==> src/rtl/hazard_pkg.sv <==
// hazard_pkg: shared types and constants for the pipeline hazard controller.
//   state_t   : memory-wait FSM states (RUN, MEM_WAIT)
//   fwd_sel_t : per-source operand forwarding select
package hazard_pkg;

    typedef enum logic {
        RUN      = 1'b0,
        MEM_WAIT = 1'b1
    } state_t;

    typedef logic [1:0] fwd_sel_t;

    localparam fwd_sel_t FWD_RF    = 2'b00;  // register file value
    localparam fwd_sel_t FWD_EXMEM = 2'b01;  // EXE/MEM ALU result
    localparam fwd_sel_t FWD_MEMWB = 2'b10;  // MEM/WB write-back value

endpackage

==> src/rtl/hazard_ctrl_fwd_unit.sv <==
// fwd_unit: forwarding select for a single EXE source operand.
//   rs, rs_used             : source register and its "operand read" flag
//   exmem_dest/_wb_en/_rd_mem : producer in MEM
//   memwb_dest/_wb_en       : producer in WB
//   sel                     : FWD_RF / FWD_EXMEM / FWD_MEMWB
// The younger producer (MEM) wins; a load in MEM has no data yet, so it is
// never forwarded from EXE/MEM.
module fwd_unit
    import hazard_pkg::*;
#(
    parameter int REG_AW = 3
) (
    input  logic [REG_AW-1:0] rs,
    input  logic              rs_used,
    input  logic [REG_AW-1:0] exmem_dest,
    input  logic              exmem_wb_en,
    input  logic              exmem_rd_mem,
    input  logic [REG_AW-1:0] memwb_dest,
    input  logic              memwb_wb_en,
    output logic [1:0]        sel
);

    always_comb begin
        sel = FWD_RF;
        if (rs_used) begin
            if (exmem_wb_en && !exmem_rd_mem && (exmem_dest == rs)) begin
                sel = FWD_EXMEM;
            end else if (memwb_wb_en && (memwb_dest == rs)) begin
                sel = FWD_MEMWB;
            end
        end
    end

endmodule

==> src/rtl/hazard_ctrl.sv <==
// hazard_ctrl: central control for the 5-stage IF/ID/EXE/MEM/WB pipeline.
//   Inputs : per-stage register addresses / controls, branch_taken, mem_ack,
//            cnt_clr, synchronous active-high rst.
//   Outputs: stage advance enables (pc/ifid/idexe/exmem/memwb), bubble
//            inserts (ifid_flush/idexe_flush), per-source fwd_sel, sticky
//            mem_err timeout flag, saturating stall/flush event counters.
// Priority of pipeline actions: reset > memory freeze > branch > load-use.
module hazard_ctrl
    import hazard_pkg::*;
#(
    parameter int REG_AW  = 3,
    parameter int NSRC    = 3,
    parameter int CNT_W   = 16,
    parameter int MEM_TMO = 64
) (
    input  logic                   clk,
    input  logic                   rst,
    input  logic [NSRC*REG_AW-1:0] id_rs,
    input  logic [NSRC-1:0]        id_rs_used,
    input  logic [NSRC*REG_AW-1:0] ex_rs,
    input  logic [NSRC-1:0]        ex_rs_used,
    input  logic [REG_AW-1:0]      idex_dest,
    input  logic                   idex_wb_en,
    input  logic                   idex_rd_mem,
    input  logic [REG_AW-1:0]      exmem_dest,
    input  logic                   exmem_wb_en,
    input  logic                   exmem_rd_mem,
    input  logic                   exmem_wr_mem,
    input  logic [REG_AW-1:0]      memwb_dest,
    input  logic                   memwb_wb_en,
    input  logic                   branch_taken,
    input  logic                   mem_ack,
    input  logic                   cnt_clr,
    output logic                   pc_enable,
    output logic                   ifid_en,
    output logic                   idexe_en,
    output logic                   exmem_en,
    output logic                   memwb_en,
    output logic                   ifid_flush,
    output logic                   idexe_flush,
    output logic [2*NSRC-1:0]      fwd_sel,
    output logic                   mem_err,
    output logic [CNT_W-1:0]       stall_cnt,
    output logic [CNT_W-1:0]       flush_cnt
);

    localparam int                WAIT_W   = $clog2(MEM_TMO);
    localparam logic [WAIT_W-1:0] TMO_LAST = WAIT_W'(MEM_TMO - 1);

    state_t             state_q, state_d;
    logic [WAIT_W-1:0]  wait_q, wait_d;
    logic               mem_err_q, mem_err_d;
    logic [CNT_W-1:0]   stall_cnt_q, stall_cnt_d;
    logic [CNT_W-1:0]   flush_cnt_q, flush_cnt_d;

    logic               mem_acc;
    logic               freeze;
    logic               load_use;
    logic [2*NSRC-1:0]  fwd_raw;

    // ---------------- forwarding, one unit per source ----------------
    for (genvar k = 0; k < NSRC; k++) begin : g_fwd
        fwd_unit #(.REG_AW(REG_AW)) u_fwd (
            .rs          (ex_rs[k*REG_AW +: REG_AW]),
            .rs_used     (ex_rs_used[k]),
            .exmem_dest  (exmem_dest),
            .exmem_wb_en (exmem_wb_en),
            .exmem_rd_mem(exmem_rd_mem),
            .memwb_dest  (memwb_dest),
            .memwb_wb_en (memwb_wb_en),
            .sel         (fwd_raw[2*k +: 2])
        );
    end

    // ---------------- hazard detection ----------------
    always_comb begin
        load_use = 1'b0;
        for (int k = 0; k < NSRC; k++) begin
            if (id_rs_used[k] && (id_rs[k*REG_AW +: REG_AW] == idex_dest)) begin
                load_use = 1'b1;
            end
        end
        load_use = load_use && idex_rd_mem && idex_wb_en;
    end

    assign mem_acc = exmem_rd_mem | exmem_wr_mem;
    // An ack in the same cycle releases immediately, so no freeze then.
    assign freeze  = !mem_ack && ((state_q == MEM_WAIT) || mem_acc);

    // ---------------- stage controls ----------------
    always_comb begin
        pc_enable   = 1'b1;
        ifid_en     = 1'b1;
        idexe_en    = 1'b1;
        exmem_en    = 1'b1;
        memwb_en    = 1'b1;
        ifid_flush  = 1'b0;
        idexe_flush = 1'b0;
        fwd_sel     = fwd_raw;
        if (rst) begin
            {pc_enable, ifid_en, idexe_en, exmem_en, memwb_en} = '0;
            ifid_flush  = 1'b1;
            idexe_flush = 1'b1;
            fwd_sel     = '0;
        end else if (freeze) begin
            // Stages hold, so branch/load-use are re-evaluated on release.
            {pc_enable, ifid_en, idexe_en, exmem_en, memwb_en} = '0;
        end else if (branch_taken) begin
            ifid_flush  = 1'b1;
            idexe_flush = 1'b1;
        end else if (load_use) begin
            pc_enable   = 1'b0;
            ifid_en     = 1'b0;
            idexe_flush = 1'b1;
        end
    end

    // ---------------- memory wait FSM + counters ----------------
    always_comb begin
        state_d     = state_q;
        wait_d      = wait_q;
        mem_err_d   = mem_err_q;
        stall_cnt_d = stall_cnt_q;
        flush_cnt_d = flush_cnt_q;

        case (state_q)
            RUN: begin
                if (mem_acc && !mem_ack) begin
                    state_d = MEM_WAIT;
                    wait_d  = '0;
                end
            end
            MEM_WAIT: begin
                if (mem_ack) begin
                    state_d = RUN;
                    wait_d  = '0;
                end else if (wait_q == TMO_LAST) begin
                    state_d   = RUN;
                    wait_d    = '0;
                    mem_err_d = 1'b1;
                end else begin
                    wait_d = wait_q + 1'b1;
                end
            end
            default: state_d = RUN;
        endcase

        if (cnt_clr) begin
            stall_cnt_d = '0;
            flush_cnt_d = '0;
        end else begin
            if ((freeze || (!branch_taken && load_use)) && (stall_cnt_q != '1)) begin
                stall_cnt_d = stall_cnt_q + 1'b1;
            end
            if (!freeze && branch_taken && (flush_cnt_q != '1)) begin
                flush_cnt_d = flush_cnt_q + 1'b1;
            end
        end
    end

    always_ff @(posedge clk) begin
        if (rst) begin
            state_q     <= RUN;
            wait_q      <= '0;
            mem_err_q   <= 1'b0;
            stall_cnt_q <= '0;
            flush_cnt_q <= '0;
        end else begin
            state_q     <= state_d;
            wait_q      <= wait_d;
            mem_err_q   <= mem_err_d;
            stall_cnt_q <= stall_cnt_d;
            flush_cnt_q <= flush_cnt_d;
        end
    end

    assign mem_err   = mem_err_q;
    assign stall_cnt = stall_cnt_q;
    assign flush_cnt = flush_cnt_q;

endmodule

==> config.mk <==
export PLATFORM = sky130hd
export DESIGN_NAME = hazard_ctrl
export DESIGN_NICKNAME = d
export VERILOG_FILES = /design/src/rtl/hazard_pkg.sv /design/src/rtl/hazard_ctrl_fwd_unit.sv /design/src/rtl/hazard_ctrl.sv
export SDC_FILE = /design/constraint.sdc
export NUM_CORES = 1
export LEC_CHECK = 0
export ABC_AREA = 0
export BUFFER_PORTS_ARGS = -buffer_cell sky130_fd_sc_hd__buf_2
export CORE_ASPECT_RATIO = 1.75
export CORE_UTILIZATION = 40
export DETAILED_ROUTE_END_ITERATION = 10
export GPL_TIMING_DRIVEN = 0
export PLACE_DENSITY = 0.67
export SLEW_MARGIN = 15
export SYNTH_ARGS = -nofsm -noshare
export SYNTH_HDL_FRONTEND = slang
export SYNTH_HIERARCHICAL = 1
export SYNTH_SLANG_ARGS = --single-unit
==> constraint.sdc <==
create_clock -name clk -period 2.3 [get_ports clk]
set_input_delay 0.46 -clock clk [delete_from_list [all_inputs] [get_ports clk]]
set_output_delay 0.46 -clock clk [all_outputs]
set_load 0.01 [all_outputs]
==> Yosys cells after proc, flatten, opt, wreduce, memory -nomap -nowiden <==
Cells that the tools add are included.
{ "op_classes": {"addsub": 3, "n_reduce_logical": 26, "n_eq_ne": 13, "bitwise": 3, "n_mul": 0, "n_div": 0, "magnitude_cmp": 0, "shifts": 0, "muxes": 34} }
{ "ops": {"columns": ["cell", "count"], "rows": [
  ["$add 16x1->16 const B", 2],
  ["$ne 16x16->1 const B", 2],
  ["$eq 3x3->1", 9],
  ["$mux 6", 4],
  ["$mux 1", 19],
  ["$logic_and 1x1->1", 18],
  ["$mux 2", 9],
  ["$pmux 6 s2", 1],
  ["$add 6x1->6 const B", 1],
  ["$eq 6x6->1 const B", 1],
  ["$logic_not 1->1", 4],
  ["$reduce_and 3->1", 1],
  ["$logic_or 1x1->1", 2],
  ["$ne 2x2->1 const B", 1],
  ["$not 1->1", 2],
  ["$pmux 1 s2", 1],
  ["$reduce_or 2->1", 1],
  ["$or 1x1->1", 1]
]} }
{ "totals": {"latch_bits": 0, "ff_bits": 40, "in_bits": 44, "mem_bits_ro": 0, "output_inout_bits": 46, "word_cells": 84, "memories": 0, "ram_bits": 0} }

==> Depth between registers and ports, before layout <==
Gate-level depths: netlist (run 1).
{ "logic_depth": {"word_depth": 11, "mapped_depth": 9, "depth_no_buf": 7} }

==> By module <==
The synthesis (run 1) kept the hierarchy.
{ "modules_own_cells": {"columns": ["mod", "n_inst", "area_per_inst_um2", "cells_per_inst", "seq_area_each_um2"], "rows": [
  ["hazard_ctrl", 1, 2084.5, 250, 800.8],
  ["fwd_unit", 3, 88.8, 11, 0.0]
]} }

==> Worst setup path after synthesis (run 1) <==
No wires, ideal clock.
{ "synth_path": {"path_kind": "input to output", "start": "input exmem_wr_mem", "end": "output pc_enable", "path_stages": 5, "slack_ns": 0.264, "arrival_ns": 1.576, "t_required_ns": 1.840, "n_path_buf": 1, "path_cell_list": "nor3_1 > or2_2 > o31ai_4 > nor3_1 > buf_4"} }
{ "synth_between": {"elab_chain_cells": 5} }
{ "synth_rtl": {"columns": ["item", "line", "rtl"], "rows": [
  ["from (decl)", "hazard_ctrl.sv:28", "input logic exmem_wr_mem,"],
  ["$or 1x1->1", "hazard_ctrl.sv:86", "assign mem_acc = exmem_rd_mem | exmem_wr_mem;"],
  ["$logic_or 1x1->1", "hazard_ctrl.sv:88", "assign freeze = !mem_ack && ((state_q == MEM_WAIT) || mem_acc);"],
  ["$logic_and 1x1->1", "hazard_ctrl.sv:88", null],
  ["$mux 1 (2 in a row)", null, null],
  ["to (decl)", "hazard_ctrl.sv:34", "output logic pc_enable,"]
]} }
Every way passes these cells.

==> Worst setup path after layout (run 1) <==
{ "layout_path": {"start": "register state_q", "end": "output pc_enable"} }
{ "layout_between": {"elab_chain_cells": 4} }
{ "layout_rtl": {"columns": ["item", "line", "rtl"], "rows": [
  ["from (decl)", "hazard_ctrl.sv:50", "state_t state_q, state_d;"],
  ["from (signal assigned)", "hazard_ctrl.sv:169", "state_q <= state_d;"],
  ["$logic_or 1x1->1", "hazard_ctrl.sv:88", null],
  ["$logic_and 1x1->1", "hazard_ctrl.sv:88", null],
  ["$mux 1", "hazard_ctrl.sv:105", "end else if (freeze) begin"],
  ["$mux 1", "hazard_ctrl.sv:100", "if (rst) begin"]
]} }
Every way passes these cells.

==> results of run 1 <==
logic make-up after synthesis:
| logic type | share of synthesized area, % |
|---|---|
| AO/OA/AOI/OAI | 14.0 |
| AND/OR/NAND/NOR | 30.5 |
| adder cells (fa/ha/maj) | 1.60 |
| multiplexers | 0.852 |
| buffers and inverters | 2.98 |
| XOR/XNOR | 16.0 |
| flip-flops | 34.1 |
per-stage QoR:
stage	setup slack (ns)	cells
final	0.172	455
after global routing	0.0171	455
after CTS	0.0520	455
after detailed placement	-0.0562	447
after global placement	-0.0653	447
after floorplan	0.264	283
layout by cell type, fill, tap and decap left out, types with 2 or more instances in the layout:
cell type,count
clkbuf_8,5
or3_1,14
inv_1,2
o2111ai_1,2
nand2b_1,4
dfxtp_1,40
ha_1,3
or4_1,2
and4_1,4
xnor2_1,18
clkbuf_1,5
buf_2,90
and3_1,4
nand4_1,11
nand3_1,22
nor2_1,31
o31ai_1,3
mux2i_1,2
o21ai_0,16
or2_2,3
and2_1,5
a21oi_1,18
nor2b_1,9
nand2_1,9
nor4_1,3
nor4_2,3
a211oi_1,3
xor2_1,25
buf_4,3
worst max path at each step:
| stage | from | endpoint |
|---|---|---|
| 2_1_floorplan | exmem_wr_mem | pc_enable |
| 3_3_place_gp | flush_cnt[0] | flush_cnt[3] |
| 3_5_place_dp | flush_cnt[0] | flush_cnt[5] |
| 4_1_cts | state_q | pc_enable |
| 5_1_grt | state_q | pc_enable |
| 6_report | state_q | pc_enable |
power breakdown:
part | switching [mW] | internal (mW) | total, mW
logic | 0.115 | 0.0915 | 0.206
clock network | 0.254 | 0.321 | 0.576
registers | 0.00561 | 0.696 | 0.701
tightest hold or removal path: stages:
cell and delay (ns):
buf_2 0.09, or3_1 0.09, o31ai_1 0.05
sequential cells by signal, indices dropped and copies added, names as in the netlist:
name       flops
state_q        1
mem_err        1
stall_cnt     16
wait_q         6
flush_cnt     16
routing by layer:
| layer | vias to the layer above | share of wire, % |
|---|---|---|
| li1 | 1203 | - |
| met1 | 1154 | 38 |
| met2 | 58 | 57 |
| met3 | 8 | 3.9 |
| met4 | 0 | 1.4 |
| met5 | - | 0 |
what timing repair did:
action	CTS	global route
setup endpoints to repair	5	4
hold buffers	0	0
resized for setup	2	3
cloned	0	0
final cells by class:
type	count	share of cell area, %
Clock buffer	5	2.27
Timing Repair Buffer	88	14.5
Buffer	11	2.07
Inverter	2	0.248
Multi-Input combinational cell	230	49.9
Clock inverter	3	1.40
Tap cell	76	3.14
Sequential cell	40	26.4
==> flow_metrics.tcl, run 1 <==
set metrics [dict create \
    status "finished clean" \
    seqCellArea_um2 801 \
    core_um2 5630 \
    final_util_pct 53.8 \
    initial_core_util_pct 41.8 \
    routed_via_density 5.33 \
    crit_buf_inv 2 \
    gp_routability_congestion 0.820 \
    grt.met1_usage_pct 18.4 \
    final_cell_area_um2 3030 \
    wl_per_cell_um 13.3 \
    crit_path_end_kind "output pin" \
    synth_common_cells "dfxtp_1, nor2_1, xor2_1, nand3_1" \
    tightest_slew_ns 0.517 \
    synth_flop_cell "dfxtp_1" \
    vias 2423 \
    place_area_um2 2890 \
    hpwl_mm 4.79 \
    htree_levels 2 \
    dr.pass1.iters 4 \
    ant_nets 0 \
    syn_area_per_cell_um2 8.31 \
    yosys_warnings 6 \
    worstPathCellList "nor3_4, or2_2, o31ai_4, nor3_2, buf_4, buf_2" \
    setup_viol 0 \
    gr-usage-met3_pct 4.60 \
    fin_skew_ns 0.00876 \
    hold_viol_final 0 \
    holdPathStages 3 \
    leakage_nw 1.23 \
    n_antenna_cell 0 \
    ff2ff_setup_slack_ns 0.29 \
    grt_use_total_pct 20.3 \
    grt_pass1_vias 2243 \
    die_x_um 60.0 \
    fillers 557 \
    r2r_start "stall_cnt[5]" \
    syn_nets 330 \
    critPathMaxStageDelay_ns 0.37 \
    grt.busiest_layer "met2" \
    holdPathEnd "stall_cnt[12]" \
    synth_top_area_cell "dfxtp_1" \
    cts_buffers 5 \
    drtIter0Drc 74 \
    clock_path_buffers 2 \
    hold_path_class "in -> reg" \
    p_per_area_nw_per_um2 490 \
    postSynthCellCount 283 \
    grt_max_degree 14 \
    power_mw 1.48 \
    rr_worst_depth 8 \
    arrival_ns 1.67 \
    synth.area.top_cells "dfxtp_1, xor2_1, xnor2_1" \
    grtUsageMet2_pct 41.3 \
    cts_tree "yes" \
    period_needed_ns 2.13 \
    wl_mm 6.05 \
    relSlewSlack_pct 65.6 \
    grt_pass1_wl_mm 9.60 \
    multi_input_area_um2 1510 \
    worst-path-stages 6 \
    required_ns 1.84 \
    overflow 0 \
    cts_root_buffer "clkbuf_8" \
    maxSlewViolCount 0 \
    reg2reg_to "stall_cnt[0]" \
    fp.dieH_um 103 \
    crit_type "reg -> out" \
    rsz0062_at_grt "false" \
    synth_cell_type_count 42 \
    synth_top_cell_area_share_pct 34.1 \
    peakVddDrop_uv 422 \
    cts_num_sinks 40 \
    nNetsFinal 425 \
    synth_seq_area_share_pct 34.1 \
    hold_ws_ns 0.441 \
    synthArstFlopShare_pct 0 \
    postCtsSetupBuffers 0 \
    max_clock_freq_ghz 0.470 \
    io_buffers 88 \
    worst_setup_path_start_kind "flip-flop" \
    syn-cell-area_um2 2350 \
    hold_start "cnt_clr" \
    final_layout_size_suffix_gt1_share_pct 30.1 \
    design.die.area_um2 6200 \
    io_pins 90 \
    synth_edf_count 0 \
    synthToLayoutAreaGrowth_pct 28.8 \
    clock_latency_ns 0.29 \
    fin_crit_sh_pct 92.5 \
    antenna_found_initial 0 \
    yosysMostFrequentCell "dfxtp_1" \
    maxCapViolCount 0 \
    num_rows 36 \
    synth-seq-cells 40 \
    worstPathMaxFanout 5 \
    cts.clk_slew.worst_paths_ns 0.08 \
    fin_setup_tns_ns 0 \
    drc 0 \
    cpLargestDelayFamily "simple AND/OR/NAND/NOR gates" \
    cp_slowest_cell "dfxtp_1" \
]
Note: power is estimated with default switching activity, not from simulation.
==> inputs of run 2 (changes only) <==
ABC_AREA = 1   (was 0)
CORE_MARGIN = 4   (was default)
PLACE_DENSITY = 0.65   (was 0.67)
==> run 2 against run 1 <==
Effect of this change:
- global-route usage is 2.7 points lower
- utilization is 2.0 points lower
- clock skew is 0.0019 ns lower
- first-iteration DRC count is 70% higher
- sequential power is 2% higher
- maximum frequency is 1.2% lower
- setup slack worse by 0.025 ns
- sequential share of layout area is 4.1 points lower
- clock power is 47% higher
- combinational power is 38% higher
==> flow_metrics.tcl, run 2 <==
set metrics [dict create \
    status "finished clean" \
    relSlewSlack_pct 53.8 \
    core_um2 6910 \
    crit_top_cell "nand2_1" \
    final_util_pct 51.8 \
    synth_common_cells "nand2_1, nor2_1, inv_1, dfxtp_1, nand3_1" \
    fp.dieH_um 120 \
    maxCapViolCount 0 \
    n_antenna_cell 0 \
    cpLargestDelayFamily "simple AND/OR/NAND/NOR gates" \
    p_sw_mw 0.462 \
    dr.pass1.iters 4 \
    setup_viol 0 \
    synth_flop_cell "dfxtp_1" \
    cp_slowest_cell "nand2_4" \
    hpwl_mm 6.20 \
    yosysMostFrequentCell "nand2_1" \
    p_sw_share_pct 25.0 \
    worstPathCellList "buf_2, inv_1, nand2_1, nand2_1, nor2_1, nand2_1, nand3_1, nand3_1, nand2_4, nor2_2, buf_4, buf_2" \
    clock_path_buffers 2 \
    antenna_found_initial 0 \
    syn-cell-area_um2 2850 \
    tightest_slew_ns 0.691 \
    period_needed_ns 2.15 \
    fin_skew_ns 0.00682 \
    design.die.area_um2 8580 \
    crit_type "in -> out" \
    synth_top_area_cell "dfxtp_1" \
    cts_buffers 5 \
    clock_latency_ns 0.28 \
    io_buffers 89 \
    synth_edf_count 0 \
    leakage_nw 1.92 \
    gp_routability_congestion 0.942 \
    rsz0062_at_grt "false" \
    worst_setup_path_start_kind "input port" \
    power_mw 1.85 \
    final_layout_size_suffix_gt1_share_pct 21.9 \
    num_rows 40 \
    synthArstFlopShare_pct 0 \
    vias 3216 \
    synth_seq_area_share_pct 28.1 \
    intPower_mw 1.39 \
    postSynthCellCount 497 \
    syn_area_per_cell_um2 5.72 \
    crit_buf_inv 4 \
    cts_num_sinks 40 \
    nNetsFinal 639 \
    maxSlewViolCount 0 \
    initial_core_util_pct 41.2 \
    cts.clk_slew.worst_paths_ns 0.06 \
    routed_via_density 4.75 \
    worstPathMaxFanout 17 \
    cts_tree "yes" \
    overflow 0 \
    hold_ws_ns 0.430 \
    syn_nets 544 \
    p_comb_share_pct 15.4 \
    drc 0 \
    fin_setup_tns_ns 0 \
    synth_top_cell_area_share_pct 28.1 \
    p_per_area_nw_per_um2 516 \
    grt_pass1_vias 2903 \
    grt_pass1_wl_mm 12.3 \
    grt_use_total_pct 17.6 \
    hold_viol_final 0 \
    yosys_warnings 6 \
    final_cell_mix "nand2_1, buf_2, nor2_1" \
    drtIter0Drc 126 \
    synthToLayoutAreaGrowth_pct 25.9 \
    final_common_cell "nand2_1" \
    ant_nets 0 \
    grt_max_degree 18 \
    required_ns 1.84 \
    synth.area.top_cells "dfxtp_1, nand2_1, nor2_1" \
    fin_crit_sh_pct 93.6 \
    wl_per_cell_um 11.2 \
    synth-seq-cells 40 \
    hold_path_class "in -> reg" \
    die_x_um 71.8 \
    io_pins 90 \
    peakVddDrop_uv 310 \
    max_clock_freq_ghz 0.464 \
    postCtsSetupBuffers 0 \
    crit_path_end_kind "output pin" \
    htree_levels 2 \
    arrival_ns 1.69 \
    pwr-share-clk_pct 45.8 \
    cts_root_buffer "clkbuf_16" \
    synth_cell_type_count 33 \
    seq_power_share_pct 38.8 \
    critPathMaxStageDelay_ns 0.20 \
    wl_mm 7.57 \
]
-- run 2: changes by cell type after synthesis, sizes merged, moves of 8 or more --
cell   delta
nand2   +141
inv      +89
nor2     +67
xor2     -17
xnor2    -16
or3      -14
nand3    +10
nor2b     -9
nor3      +8
-- run 2: cell families (layout without fill, tap and decap cells) --
family	count (synthesis)	after routing	share of synthesized area, %
AND/OR/NAND/NOR	303	303	45.4
buffers and inverters	101	197	14.5
AO/OA/AOI/OAI	40	40	7.52
flip-flops	40	40	28.1
XOR/XNOR	10	10	3.08
adder cells (fa/ha/maj)	3	3	1.32
-- run 2: worst paths after layout --
check	startpoint	endpoint	slack, ns	cells after the start
worst max register to register	stall_cnt[0]	stall_cnt[2]	0.33	9
worst min register to register	mem_err	mem_err	0.45	2
worst min-delay path	rst	mem_err	0.43	2
worst max-delay path	idex_dest[0]	pc_enable	0.15	12
-- run 2: final cells by class --
class	instances	area, um2
clock inverters	1	30.0
fillers	726	3330
plain buffers	9	66.3
multi-input cells	356	1640
flip-flops and latches	40	801
well taps	84	105
inverters	91	342
repair buffers	89	445
clock buffers	7	153
-- run 2: repair_timing --
| action | CTS | global route |
|---|---|---|
| resized for setup | 0 | 2 |
| hold buffers | 0 | 0 |
| endpoints found under the setup margin | 1 | 2 |
-- run 2: power groups by stage --
| stage | Sequential, mW | Combinational [mW] | Clock (mW) |
|---|---|---|---|
| 3_5_place_dp | 0.733 | 0.287 | 0 |
| 6_report | 0.717 | 0.284 | 0.846 |
| 5_1_grt | 0.719 | 0.324 | 0.897 |
| 4_1_cts | 0.717 | 0.286 | 0.863 |
| 3_3_place_gp | 0.732 | 0.281 | 0 |
| 2_1_floorplan | 0.734 | 0.172 | 0 |
-- run 2: per-layer routing --
metal / vias to the layer above / track usage (%) / routed length [um]
li1: 1706 / - / -
met1: 1415 / 17.8 / 2910
met2: 84 / 34.4 / 4150
met3: 11 / 2.85 / 404
met4: 0 / 6.35 / 118
met5: - / 0 / 0
-- run 2: stage by stage --
step / instance area, um2 / setup slack [ns] / std cells
detailed placement: 3400 / -0.0923 / 670
global placement: 3400 / -0.0694 / 670
CTS: 3570 / 0.0236 / 677
floorplan: 2850 / 0.337 / 497
global route: 3580 / 0.00667 / 677
finish: 3580 / 0.147 / 677
==> inputs of run 3 (changes only) <==
CORE_UTILIZATION = 52   (was 40)
PLACE_DENSITY = 0.81   (was 0.65)
==> run 3 against run 2 <==
Effect of this change:
- setup slack worse by 0.017 ns
- utilization up 14 points
- cell count down 1.5%
- maximum frequency down 0.78%
- non-clock buffer count unchanged
- die area down 21%
- register-to-register slack better by 0.10 ns
- sequential power about the same
- critical path type unchanged
==> flow_metrics.tcl, run 3 (synthesis results as in run 2) <==
set metrics [dict create \
    relSlewSlack_pct 57.9 \
    required_ns 1.84 \
    crit_buf_inv 4 \
    peakVddDrop_uv 344 \
    stdcell_count 667 \
    cp_slowest_cell "nand2_4" \
    holdPathEnd "mem_err" \
    rr_worst_depth 9 \
    hold_ws_ns 0.426 \
    intPower_mw 1.17 \
    place_area_um2 3380 \
    worstPathCellList "buf_2, inv_1, nand2_1, nand2_1, nor2_1, nand2_1, nand3_1, nand3_1, nand2_4, nor2_2, buf_4, buf_2" \
    crit_path_end_kind "output pin" \
    die_x_um 63.9 \
    grt_pass1_vias 3140 \
    maxSlewViolCount 0 \
    p_sw_share_pct 27.5 \
    grt_max_degree 18 \
    seq_power_share_pct 44.4 \
    synthToLayoutAreaGrowth_pct 23.3 \
    final_cell_area_um2 3510 \
    final_layout_size_suffix_gt1_share_pct 21.9 \
    initial_core_util_pct 53.7 \
    maxCapViolCount 0 \
    reg2reg_to "stall_cnt[14]" \
    dr.pass1.iters 4 \
    r2r_start "stall_cnt[0]" \
    critPathMaxStageDelay_ns 0.19 \
    io_buffers 89 \
    holdPathStages 2 \
    status "finished clean" \
    postCtsSetupBuffers 0 \
    tightest_slew_ns 0.629 \
    setup_viol 0 \
    core_um2 5300 \
    wl_per_cell_um 10.5 \
    drc 0 \
    htree_levels 2 \
    design.die.area_um2 6770 \
    p_per_area_nw_per_um2 459 \
    leakage_nw 1.90 \
    worst_setup_path_start_kind "input port" \
    cts_num_sinks 40 \
    hold_start "rst" \
    wl_mm 7.03 \
    hold_path_class "in -> reg" \
    nNetsFinal 639 \
    n_antenna_cell 0 \
    drtIter0Drc 165 \
    p_comb_share_pct 17.6 \
    io_pins 90 \
    fillers 496 \
    dp_cells 660 \
    grt_pass1_wl_mm 12.5 \
    crit_type "in -> out" \
    routed_via_density 4.90 \
    period_needed_ns 2.17 \
    hold_viol_final 0 \
    antenna_found_initial 0 \
    max_clock_freq_ghz 0.461 \
    crit_top_cell "nand2_1" \
    cts.clk_slew.worst_paths_ns 0.08 \
    pwr-share-clk_pct 38.0 \
    final_common_cell "nand2_1" \
    cts_tree "yes" \
    overflow 0 \
    final_util_pct 66.2 \
    fin_crit_sh_pct 94.4 \
    p_sw_mw 0.443 \
    cts_buffers 5 \
    num_rows 35 \
    ff2ff_setup_slack_ns 0.43 \
    fp.dieH_um 106 \
    holdBufCountCts 0 \
    worstPathMaxFanout 17 \
    rsz0062_at_grt "false" \
    hpwl_mm 5.71 \
    ant_nets 0 \
    clock_latency_ns 0.30 \
    gp_routability_congestion 0.841 \
    final_cell_mix "nand2_1, buf_2, nor2_1" \
    clock_path_buffers 2 \
    arrival_ns 1.71 \
    vias 3266 \
    grt_use_total_pct 22.1 \
    fin_skew_ns 0.0153 \
    cpLargestDelayFamily "simple AND/OR/NAND/NOR gates" \
    cts_root_buffer "clkbuf_8" \
]
-- run 3: cell count changes in the layout (fill, tap and decap cells not counted) --
cell       delta
clkbuf_8      +4
clkbuf_16     -5
clkinv_4      +1
-- run 3: timing repair --
item / CTS / global route
setup endpoints to repair: 1 / 2
resized for setup: 0 / 2
gates cloned: 0 / 0
-- run 3: worst register-to-register path, delay by kind of cell (launching register included) --
family | cells | cell delay [ns]
AO/OA/AOI/OAI | 1 | 0.13
AND/OR/NAND/NOR | 5 | 0.79
flip-flops | 1 | 0.41
adder cells (fa/ha/maj) | 1 | 0.23
buffers and inverters | 2 | 0.21
-- run 3: layer usage --
| layer | share of wire, % | up-vias | global-route usage [%] |
|---|---|---|---|
| met5 | 0 | - | 0 |
| met4 | 2.2 | 0 | 10.0 |
| met3 | 5.6 | 15 | 4.69 |
| met2 | 54 | 94 | 40.9 |
| met1 | 39 | 1456 | 23.1 |
| li1 | - | 1701 | - |
-- run 3: cell type report --
cell class | count | area (um2) | area share [%]
plain buffers | 9 | 66.3 | 1.89
clock buffers | 6 | 82.6 | 2.35
clock inverters | 2 | 38.8 | 1.11
inverters | 91 | 342 | 9.74
multi-input cells | 356 | 1640 | 46.7
flip-flops and latches | 40 | 801 | 22.8
well taps | 74 | 92.6 | 2.64
repair buffers | 89 | 445 | 12.7
-- run 3: worst max-delay path by stage --
stage	startpoint	depth (start not counted)	endpoint	slack, ns
5_1_grt	idex_dest[2]	12	pc_enable	0.001
4_1_cts	idex_dest[2]	12	pc_enable	0.02
6_report	idex_dest[2]	12	pc_enable	0.13
3_3_place_gp	idex_dest[1]	13	pc_enable	-0.04
2_1_floorplan	idex_dest[1]	11	pc_enable	0.34
3_5_place_dp	idex_dest[2]	13	pc_enable	-0.07
-- run 3: through the flow --
stage | setup slack (ns) | total power, mW | setup TNS [ns]
floorplan | 0.337 | 0.906 | 0
global placement | -0.0412 | 1.01 | -0.0412
detailed placement | -0.0726 | 1.01 | -0.0726
CTS | 0.0206 | 1.62 | 0
global route | 0.00123 | 1.70 | 0
finish | 0.130 | 1.61 | 0
-- run 3: power groups by stage --
stage / sequential, mW / clock, mW / combinational [mW]
floorplan: 0.734 / 0 / 0.172
global placement: 0.731 / 0 / 0.274
detailed placement: 0.732 / 0 / 0.283
CTS: 0.716 / 0.621 / 0.283
global route: 0.717 / 0.652 / 0.327
finish: 0.716 / 0.612 / 0.283
